## config.mk

```make
export PLATFORM = sky130hd
export DESIGN_NAME = bcd_counter_mod_n
export DESIGN_NICKNAME = d
export VERILOG_FILES = /design/src/rtl/bcd_counter_mod_n.sv
export SDC_FILE = /design/constraint.sdc
export NUM_CORES = 1
export LEC_CHECK = 0
export ABC_AREA = 1
export CAP_MARGIN = 20
export CORE_MARGIN = 2
export CORE_UTILIZATION = 30
export CTS_CLUSTER_DIAMETER = 80
export CTS_CLUSTER_SIZE = 30
export DETAILED_ROUTE_END_ITERATION = 8
export MAX_ROUTING_LAYER = met4
export PLACE_DENSITY = 0.53
export RECOVER_POWER = 50
export SETUP_SLACK_MARGIN = 0.5
export SLEW_MARGIN = 25
export SYNTH_ARGS = -nofsm -noshare
export SYNTH_HDL_FRONTEND = slang
export SYNTH_SLANG_ARGS = --single-unit
```

## constraint.sdc

```tcl
create_clock -name clk -period 2.2 [get_ports clk]
set_input_delay 0.33 -clock clk [delete_from_list [all_inputs] [get_ports clk]]
set_output_delay 0.33 -clock clk [all_outputs]
set_load 0.01 [all_outputs]
```

## src/rtl/bcd_counter_mod_n.sv

```systemverilog
// Multi-digit BCD up/down counter with a configurable terminal value.
// Define BCD_COUNTER_LOAD_EN to compile in the checked parallel load.
module bcd_counter_mod_n #(
  parameter int DIGITS    = 2,
  parameter int MAX_VALUE = 59
) (
  input  logic                  clk,
  input  logic                  rst,
  input  logic                  en,
  input  logic                  up,
  input  logic                  load,
  input  logic [4*DIGITS-1:0]   load_val,
  output logic [4*DIGITS-1:0]   value,
  output logic                  carry,
  output logic                  borrow,
  output logic                  load_err
);

  localparam int W = 4 * DIGITS;

  if (DIGITS < 1 || DIGITS > 6) begin : g_bad_digits
    $error("bcd_counter_mod_n: DIGITS out of range 1..6");
  end

  if (MAX_VALUE < 1 || MAX_VALUE > (10 ** DIGITS) - 1) begin : g_bad_max
    $error("bcd_counter_mod_n: MAX_VALUE out of range");
  end

  function automatic logic [W-1:0] to_bcd(input int v);
    logic [W-1:0] r;
    int           n;
    r = '0;
    n = v;
    for (int i = 0; i < DIGITS; i++) begin
      r[4*i +: 4] = 4'(n % 10);
      n = n / 10;
    end
    return r;
  endfunction

  localparam logic [W-1:0] MAX_BCD = to_bcd(MAX_VALUE);

  function automatic logic [W-1:0] bcd_inc(input logic [W-1:0] v);
    logic [W-1:0] r;
    logic         c;
    r = v;
    c = 1'b1;
    for (int i = 0; i < DIGITS; i++) begin
      if (c) begin
        if (v[4*i +: 4] == 4'd9) begin
          r[4*i +: 4] = 4'd0;
        end else begin
          r[4*i +: 4] = v[4*i +: 4] + 4'd1;
          c = 1'b0;
        end
      end
    end
    return r;
  endfunction

  function automatic logic [W-1:0] bcd_dec(input logic [W-1:0] v);
    logic [W-1:0] r;
    logic         b;
    r = v;
    b = 1'b1;
    for (int i = 0; i < DIGITS; i++) begin
      if (b) begin
        if (v[4*i +: 4] == 4'd0) begin
          r[4*i +: 4] = 4'd9;
        end else begin
          r[4*i +: 4] = v[4*i +: 4] - 4'd1;
          b = 1'b0;
        end
      end
    end
    return r;
  endfunction

  function automatic logic digits_ok(input logic [W-1:0] v);
    logic ok;
    ok = 1'b1;
    for (int i = 0; i < DIGITS; i++) begin
      if (v[4*i +: 4] > 4'd9) ok = 1'b0;
    end
    return ok;
  endfunction

  logic [W-1:0] value_d;
  logic         carry_d;
  logic         borrow_d;
  logic         err_d;

  always_comb begin
    value_d  = value;
    carry_d  = 1'b0;
    borrow_d = 1'b0;
    err_d    = 1'b0;
`ifdef BCD_COUNTER_LOAD_EN
    // With valid digits, BCD ordering matches unsigned vector ordering.
    if (load) begin
      if (digits_ok(load_val) && load_val <= MAX_BCD) begin
        value_d = load_val;
      end else begin
        err_d = 1'b1;
      end
    end else
`endif
    if (en) begin
      if (up) begin
        if (value == MAX_BCD) begin
          value_d = '0;
          carry_d = 1'b1;
        end else begin
          value_d = bcd_inc(value);
        end
      end else begin
        if (value == '0) begin
          value_d  = MAX_BCD;
          borrow_d = 1'b1;
        end else begin
          value_d = bcd_dec(value);
        end
      end
    end
  end

  always_ff @(posedge clk) begin
    if (rst) begin
      value  <= '0;
      carry  <= 1'b0;
      borrow <= 1'b0;
    end else begin
      value  <= value_d;
      carry  <= carry_d;
      borrow <= borrow_d;
    end
  end

`ifdef BCD_COUNTER_LOAD_EN
  always_ff @(posedge clk) begin
    if (rst) begin
      load_err <= 1'b0;
    end else begin
      load_err <= err_d;
    end
  end
`else
  logic unused_load;
  assign unused_load = ^{load, load_val, err_d};
  assign load_err    = 1'b0;
`endif

endmodule

```

Word-level counts from Yosys, hierarchy flattened. Index checks and enable logic that the tools add are counted.

Flip-flop bits (word level): 10. Bits of input ports: 13. Output and inout port bits: 11. Word-level logic and storage cells: 40.

Add/subtract/negate cells: 4. Equal/unequal tests: 4. Mux-type cells: 19. Bitwise gates (word level): 2. Reductions and logical operators: 7.

Operator list (count): $mux W4 (6); $mux W8 (3); $mux W1 (10); $add A4 B1 Y4 const B (2); $eq A4 B4 Y1 const B (2); $eq A8 B7 Y1 const B (1); $logic_not A4 Y1 (2); $logic_not A8 Y1 (1); $sub A4 B1 Y4 const B (2); $reduce_or A3 Y1 (2); $ne A3 B1 Y1 const B (1); $reduce_and A3 Y1 (1); $reduce_bool A3 Y1 (1); $not A1 Y1 (2).

Logic depth before layout (Yosys ltp). Gate-level depths: netlist (run 1).

Depth in word-level cells: 8. Depth in mapped cells: 9. Gate-level depth less buffers: 9.

Worst setup path before layout (run 1). OpenSTA, ideal clock, no wires.

Path kind: register to register. Start: register value[0]. End: register value[6]. Setup time: 115 ps. Arrival: 1235 ps. Data required time: 2085 ps. Path slack: 851 ps. Cell stages (with the launch flop): 9. Path buffers: 0. Clock period less this slack: 1349 ps. Path through: dfxtp_1 inv_1 ha_1 nand3_4 nand2_2 nand3_4 inv_2 o21ai_1 nor2_1.

Cells in the longest elaborated chain, start to end: 7. Elaborated cells between the ends (all ways): 18. Classes of those cells: eq/ne: 3; mux: 11; reduce/logical: 4.

RTL lines: start: declaration (RTL line 13) `output logic [4*DIGITS-1:0] value,`; start signal: assignment (RTL line 133) `value <= value_d;`; $eq A4 B4 Y1 / $logic_not A4 Y1 (equally long branches) (RTL line 50, 68); $mux W1, on equally long branches (RTL line 50, 68); $mux W1, on equally long branches (RTL line 110, 117); $mux W1 (RTL line 109) `if (up) begin`; $mux W1 (RTL line 108) `if (en) begin`; $ne A3 B1 Y1 (no line) / $reduce_bool A3 Y1 (equally long branches); $reduce_and A3 Y1 (no line).

Several ways; a longest one is shown, not always the timed one. The select of a mux whose other input is x is not followed. A chain may end at the register's enable or synchronous reset.

Final worst setup path (run 1). Same ends and word-level chain as after synthesis.

==> results of run 1 <==
## layer usage
metal / vias up / wire length [um] / global-route usage
met5: - / 0 / -
met4: 0 / 31 / 0.0767
met3: 4 / 85 / 0.0422
met2: 18 / 867 / 0.196
met1: 369 / 934 / 0.167
li1: 424 / - / -
## where the power goes
| part | switching, mW | internal (mW) | total, mW |
|---|---|---|---|
| Sequential | 0.0217 | 0.195 | 0.217 |
| Combinational | 0.0986 | 0.0709 | 0.170 |
| Clock | 0.0754 | 0.100 | 0.176 |
| Total | 0.196 | 0.366 | 0.562 |
## through the flow
stage	hold slack, ns	cell area [um^2]	power (mW)	worst slack [ns]	utilization
2_1_floorplan	0.392	795	0.343	0.851	-
3_3_place_gp	0.575	938	0.398	0.463	0.375
3_5_place_dp	0.583	938	0.399	0.460	0.375
6_report	0.538	946	0.562	0.518	0.378
5_1_grt	0.565	946	0.599	0.340	0.378
4_1_cts	0.599	975	0.579	0.514	0.390
## Yosys cell counts
| library cell | n |
|---|---|
| a21oi_1 | 5 |
| a21oi_2 | 1 |
| a31oi_1 | 1 |
| buf_4 | 1 |
| buf_6 | 1 |
| clkbuf_2 | 1 |
| conb_1 | 1 |
| dfxtp_1 | 10 |
| ha_1 | 4 |
| inv_1 | 14 |
| inv_2 | 4 |
| nand2_1 | 30 |
| nand2_2 | 1 |
| nand2_4 | 1 |
| nand3_1 | 9 |
| nand3_2 | 1 |
| nand3_4 | 3 |
| nand3b_1 | 1 |
| nand4_1 | 1 |
| nor2_1 | 18 |
| nor2_2 | 1 |
| nor2_4 | 1 |
| nor3_1 | 1 |
| o211ai_1 | 1 |
| o21ai_0 | 9 |
| o21ai_1 | 3 |
## critical path: stages, from the launching register on
cell	delay, ns
dfxtp_1	0.37
inv_1	0.15
ha_1	0.22
nand3_1	0.16
nand2_1	0.13
nand3_1	0.22
inv_2	0.14
nand2_1	0.05
nor2_1	0.10
nor2_1	0.04
## placed cells by master (no fill, tap or decap)
cell type and n:
dfxtp_2 3, clkbuf_4 3, o21ai_0 9, nor3_1 1, nor2_2 1, nor2_4 1, nand3b_1 1, ha_1 4
clkbuf_8 1, inv_1 14, o21ai_1 3, inv_2 4, nand3_4 1, nand2_1 31, dfxtp_1 7, clkdlybuf4s50_1 11
conb_1 1, dlygate4sd3_1 2, nand4_1 1, nand2_4 1, nand3_1 12, a31oi_1 1, a21oi_1 5, a21oi_2 1
o211ai_1 1, nor2_1 18
## final cells by class
cell class,instances,area share
multi-input cells,93,0.497
well taps,30,0.0397
clock buffers,4,0.0384
flip-flops and latches,10,0.216
repair buffers,13,0.138
inverters,18,0.0714
## registers in the layout (all words and copies together), names as in the netlist
signal / count
borrow: 1
carry: 1
value: 8
## what timing repair did
| action | 4_1_cts | 5_1_grt |
|---|---|---|
| endpoints found under the setup margin | 0 | 3 |
| hold endpoints to repair | 0 | 0 |
| gates resized for setup | 0 | 3 |
## kinds of logic after synthesis
family	share of synthesized area
simple gates	0.430
flops	0.252
fa+ha+maj	0.0630
compound gates	0.135
buf+inv	0.115
other cells	0.00472
## worst min-delay path by stage
| stage | startpoint | end | slack [ns] | cells past startpoint |
|---|---|---|---|---|
| CTS | value[6] | value[6] | 0.60 | 2 |
| finish | value[5] | value[5] | 0.54 | 2 |
| global route | value[5] | value[5] | 0.56 | 2 |
| global placement | value[5] | value[5] | 0.57 | 2 |
| detailed placement | value[6] | value[6] | 0.58 | 2 |
| floorplan | rst | value[5] | 0.39 | 1 |
==> flow_summary.ini, run 1 <==
[power_and_ir_drop]
leakage_nw = 0.443
powerDensity_mw_per_mm2 = 594
ir_worst_vdd_mv = 0.296

[cells_and_area]
nets = 156
instances_no_fill = 168
seqCellArea_um2 = 204
area_growth_pct = 19.1
n_antenna_cell = 0
layout-drive-gt1-share = 0.116
multiInputGateArea_um2 = 470
nFillCells = 273

[clocking]
cts_tree = yes
cts_buffers = 3
cts.path.max_buffers = 2
cts_sinks = 10
clk_pin_slew_ns = 0.08
clk_latency_ns = 0.27
cts_setup_buffers = 0
h-tree-depth = 1
ctsHoldBuffers = 0
root_buffer = clkbuf_4

[timing]
post-route-period-util = 0.765
fmax_mhz = 594
setup_tns_ns = 0
fin_crit_ns = 1.68
setup_viol = 0
rsz0062_at_grt = no
slew_violations = 0
hold_viol = 0
skew_ns = 0.00666

[grt]
grt_pass1_vias = 776
grt_max_degree = 12
grt-ovfl-total = 0
grt_usage = 0.136
antenna_found_initial = 0
grt_pass1_wl_mm = 3.26

[synthesis]
synth_area_per_cell_um2 = 6.41
synth_cell_types = 26
synth_area_leaders = dfxtp_1 (25%), nand2_1 (14%), nor2_1 (8.5%)
synth_area_um2 = 795
synth_nets = 141
netlist_instances = 124
yosysSeqAreaShare = 0.252
synth_top_area_cell = dfxtp_1
yosysTopAreaCellShare = 0.252
yosys_register_bits = 10
yosysWarnings = 0

[setup_path]
critPathKind = flop to flop
worstPathArrival_ns = 1.86
rr_worst_depth = 9
r2r_setup_slack_ns = 0.52
r2r_end = value[6]
cp-start-kind = flop
crit_path_end_kind = flop
worstPathRequired_ns = 2.37
path_max_fanout = 6
cp-endpoint = value[6]
rr_startpoint = value[0]
crit_start = value[0]

[drt]
vias = 815
detail-route-antenna-nets = 0
first_pass_iters = 4
drc = 0
first_iter_violations = 20
via_per_inst = 4.85
wl_per_cell_um = 11.4
wl_mm = 1.92

[placement]
placed_cells = 164
place_hpwl_mm = 1.44
gp_congestion = 0.817
portBuffers = 13

[floorplan]
core-area_mm2 = 0.00250
die_h_um = 55.5
initial_utilization = 0.318
boundaryPins = 24
row_count = 18
die_area_mm2 = 0.00308
dieWidth_um = 55.5

[run]
maxCapViolCount = 0

[outcome]
status = finished clean

[worst_hold_path]
hold_path_class = flop to flop
(Power assumes the default switching activity.)
==> run 2: changes to the inputs <==
PLACE_DENSITY = 0.55   (was 0.53)
clock period = 1.4 ns   (was 2.2 ns; I/O delays follow)
==> run 2 against run 1 <==
Compared with the run above: die area is the same; final area is 33% higher; first-iteration DRC count fell by 20%; clock power is 55% higher; sequential cell count unchanged; global-route usage up 1.5 points; register-to-register slack worse by 0.41 ns; routed wire length rose by 12%; worst setup slack lost 0.41 ns; sequential power increased by 59%; non-clock buffer count increased by 19.
==> flow_summary.ini, run 2 (synthesis results as in run 1) <==
[drt]
wl_mm = 2.16
detail-route-antenna-nets = 0
wl_per_cell_um = 11.5
vias = 916
first_pass_iters = 4
first_iter_violations = 16
via_per_inst = 4.90
drc = 0

[cells_and_area]
n_antenna_cell = 0
mostFrequentLayoutCell = nand2_1
largest_reg_flops = 8
reg_top3 = value: 8 flops, borrow: 1 flops, carry: 1 flops
layout-drive-gt1-share = 0.401
nFillCells = 254
final_cell_mix = nand2_1 (27), buf_4 (16), nor2_1 (13)
nets = 175
area_growth_pct = 58.0
largest-register = value

[setup_path]
crit_path_end_kind = flop
critPathKind = flop to flop
cpMostUsedCell = nand3_4
path_max_fanout = 6
worstPathArrival_ns = 1.47
cpMaxStageDelayCell = dfxtp_1
path_cells = inv_2 -> nand3_4 -> nand2_4 -> nand3_4 -> inv_4 -> o21ai_1 -> nor2_1
cp-start-kind = flop
max_stage_delay_ns = 0.52
rr_startpoint = value[3]
worstPathRequired_ns = 1.57
crit_start = value[3]

[power_and_ir_drop]
leakage_nw = 0.583
ir_worst_vdd_mv = 0.507
powerDensity_mw_per_mm2 = 818

[placement]
portBuffers = 13
place_hpwl_mm = 1.48
gp_congestion = 0.828
dp_slack_ns = -0.0129

[grt]
grt_pass1_vias = 815
grt_usage = 0.150
antenna_found_initial = 0
grt-ovfl-total = 0
grt_max_degree = 8
grt_pass1_wl_mm = 3.57

[floorplan]
dieWidth_um = 55.5
row_count = 18
die_area_mm2 = 0.00308
initial_utilization = 0.318
core-area_mm2 = 0.00250
die_h_um = 55.5
boundaryPins = 24

[timing]
fin_crit_ns = 1.30
post-route-period-util = 0.926
fin_ws_ns = 0.103
hold_ws_ns = 0.604
slew_violations = 0
rsz0062_at_grt = yes
setup_viol = 0
fmax_mhz = 771
hold_viol = 0
skew_ns = 0.00237

[clocking]
root_buffer = clkbuf_4
clk_pin_slew_ns = 0.07
cts_buffers = 3
cts.path.max_buffers = 2
cts_sinks = 10
h-tree-depth = 1
clk_latency_ns = 0.27
ctsHoldBuffers = 0
cts_tree = yes

[worst_hold_path]
min_from = value[6]
hold_path_class = flop to flop

[outcome]
status = finished clean

[run]
maxCapViolCount = 0
## run 2: cell count changes in the layout (fill, tap and decap cells not counted), moves of 4 or more
cell | previous run | this run
buf_4 | 0 | 16
buf_6 | 0 | 10
clkdlybuf4s50_1 | 11 | 3
ha_1 | 4 | 0
nand2_1 | 31 | 27
nand3_1 | 12 | 7
nor2_1 | 18 | 13
nor2_2 | 1 | 5
o21ai_0 | 9 | 5
o21ai_1 | 3 | 7
## run 2: stage by stage
stage           util  cell area (um^2)  power, mW  instances  TNS (ns)
2_1_floorplan      -               837      0.559        124         0
4_1_cts        0.466              1160      0.976        183         0
6_report       0.502              1250       1.03        187         0
5_1_grt        0.502              1250       1.10        187         0
3_3_place_gp   0.412              1030      0.663        169  -0.00504
3_5_place_dp   0.412              1030      0.664        169   -0.0229
## run 2: metal layers
layer  GRT usage  share of wire
met5           -              0
met4      0.0871          0.016
met3      0.0375          0.049
met2       0.228           0.49
met1       0.180           0.45
## run 2: final cells by class
type	instances	area [um^2]	share of cell area
clock buffers	4	36.3	0.0289
inverters	18	80.1	0.0638
multi-input cells	93	596	0.475
flip-flops and latches	10	208	0.166
well taps	30	37.5	0.0299
repair buffers	32	298	0.237
## run 2: power breakdown
group	switching (mW)	leakage [nW]	internal (mW)	total, mW
logic	0.211	0.479	0.196	0.407
clock network	0.115	0.0210	0.158	0.273
registers	0.0405	0.0832	0.305	0.346
total	0.367	0.583	0.660	1.03
## run 2: critical path, delay by kind of cell, from the launching register on
kind / cells / cell delay, ns
AOI/OAI and AO/OA: 1 / 0.12
buffers and inverters: 2 / 0.19
DFF: 1 / 0.52
and+or+nand+nor: 4 / 0.37
## run 2: worst paths after layout
kind,endpoint,slack (ns),cells after the start
hold / removal,value[6],0.60,2
hold reg to reg,value[6],0.60,2
setup reg to reg,value[6],0.10,7
setup / recovery,value[6],0.10,7
## run 2: repair_timing
action / 4_1_cts / 5_1_grt
pin swaps: 2 / 17
resized for setup: 56 / 26
setup endpoints to repair: 20 / 20
setup buffers: 10 / 4
==> run 3: changes to the inputs <==
CTS_BUF_LIST = sky130_fd_sc_hd__clkbuf_16   (was default)
==> run 3 against run 2 <==
Compared with the run above: non-clock buffer count unchanged; clock power increased by 92%; routed wire length down 3.6%; core utilization increased by 2.3 points; die area is the same; sequential cell count unchanged; worst hold slack worse by 0.042 ns; clock skew about the same; first-iteration DRC count shrank 13%; clock-buffer cell count down 1; sequential share of layout area down 0.058 points; combinational power grew 3%; critical path type unchanged; largest cell class unchanged.
==> flow_summary.ini, run 3 (synthesis results as in run 1) <==
[outcome]
status = finished clean

[drt]
drc = 0
detail-route-antenna-nets = 0
first_pass_iters = 4
wl_per_cell_um = 11.1
first_iter_violations = 14
vias = 893
via_per_inst = 4.78
wl_mm = 2.08

[floorplan]
boundaryPins = 24
die_area_mm2 = 0.00308
dieWidth_um = 55.5
row_count = 18
initial_utilization = 0.318
core-area_mm2 = 0.00250
die_h_um = 55.5

[grt]
grt_pass1_vias = 819
grt_max_degree = 8
grt-ovfl-total = 0
grt_usage = 0.149
grt_pass1_wl_mm = 3.56
antenna_found_initial = 0

[cells_and_area]
final_area_mm2 = 0.00131
reg_top3 = value: 8 flops, borrow: 1 flops, carry: 1 flops
n_antenna_cell = 0
layout-drive-gt1-share = 0.401
mostFrequentLayoutCell = nand2_1
largest_reg_flops = 8
nets = 175
final_cell_mix = nand2_1 (26), nor2_1 (14), buf_4 (14)
largest-register = value
area_growth_pct = 65.2

[timing]
hold_viol = 0
post-route-period-util = 0.891
skew_ns = 0.00268
setup_viol = 0
rsz0062_at_grt = yes
slew_violations = 0
setup_tns_ns = 0
fin_crit_ns = 1.25
fmax_mhz = 802
hold_ws_ns = 0.562

[placement]
place_hpwl_mm = 1.48
portBuffers = 13
gp_congestion = 0.828
dpl_cell_area_mm2 = 0.00103

[worst_hold_path]
hold_path_class = flop to flop

[clocking]
ctsHoldBuffers = 0
clk_latency_ns = 0.24
cts_sinks = 10
h-tree-depth = 1
cts_buffers = 3
root_buffer = clkbuf_16
cts_tree = yes
clk_pin_slew_ns = 0.04
cts.path.max_buffers = 2

[power_and_ir_drop]
ir_worst_vdd_mv = 0.614
leakage_nw = 0.600
powerDensity_mw_per_mm2 = 984
power_mw = 1.29

[setup_path]
rr_startpoint = value[1]
critPathKind = flop to flop
worstPathArrival_ns = 1.38
crit_start = value[1]
rr_worst_depth = 9
cp-start-kind = flop
r2r_end = value[6]
r2r_setup_slack_ns = 0.15
worstPathRequired_ns = 1.53
crit_path_end_kind = flop
cp-endpoint = value[6]
path_max_fanout = 6

[run]
maxCapViolCount = 0
==> run 3: cell types whose count changed in the layout (fill, tap and decap cells not counted), moves of 2 or more <==
cell       previous run  this run
clkbuf_16             0         3
dfxtp_1               8         5
clkbuf_4              3         0
dfxtp_4               2         4
buf_4                16        14
==> run 3: area by class of cell <==
class	instances	area [um^2]
clock buffer	3	75.1
clock inverter	1	3.75
fill	246	1190
inverter	18	80.1
multi-input combinational	93	593
sequential	10	216
tap	30	37.5
timing repair buffer	32	307
==> run 3: report_power, final <==
part	switching, mW	total, mW	internal (mW)
clock network	0.149	0.525	0.376
logic	0.211	0.421	0.209
registers	0.0391	0.346	0.307
total	0.400	1.29	0.892
==> run 3: worst min-delay path by stage <==
stage | start | to | slack (ns) | cells after the start
after floorplan | rst | value[5] | 0.27 | 1
after CTS | value[4] | value[4] | 0.55 | 2
after global routing | value[6] | value[6] | 0.58 | 2
final | value[2] | value[2] | 0.56 | 2
after global placement | value[5] | value[5] | 0.56 | 2
after detailed placement | value[5] | value[5] | 0.58 | 2
==> run 3: metal layers <==
layer | GRT usage | vias up | wire [um] | share of wire
met5 | - | - | 0 | 0
met4 | 0.0871 | 0 | 66 | 0.032
met3 | 0.0445 | 7 | 94 | 0.045
met2 | 0.221 | 22 | 970 | 0.47
met1 | 0.178 | 398 | 948 | 0.46
li1 | - | 466 | - | -
==> run 3: stage by stage <==
stage                     std cells  worst slack [ns]   util
after floorplan                 124             0.227      -
after global placement          169          -0.00504  0.412
after detailed placement        169           -0.0129  0.412
after CTS                       183             0.150  0.483
after global routing            187            0.0604  0.525
final                           187             0.153  0.525
==> run 3: timing repair <==
action	in CTS	in global routing
endpoints found under the setup margin	20	19
buffers inserted	10	4
hold endpoints to repair	0	0
pin swaps	6	11
resized for setup	56	27
==> run 3: critical path, stage by stage (launching register included) <==
cell and delay (ns):
dfxtp_4 0.35, inv_6 0.08, ha_4 0.14, nand3_4 0.09, nand2_4 0.11, nand3_4 0.12, inv_4 0.09, nand2_2 0.05
nor2_2 0.07, nor2_1 0.04
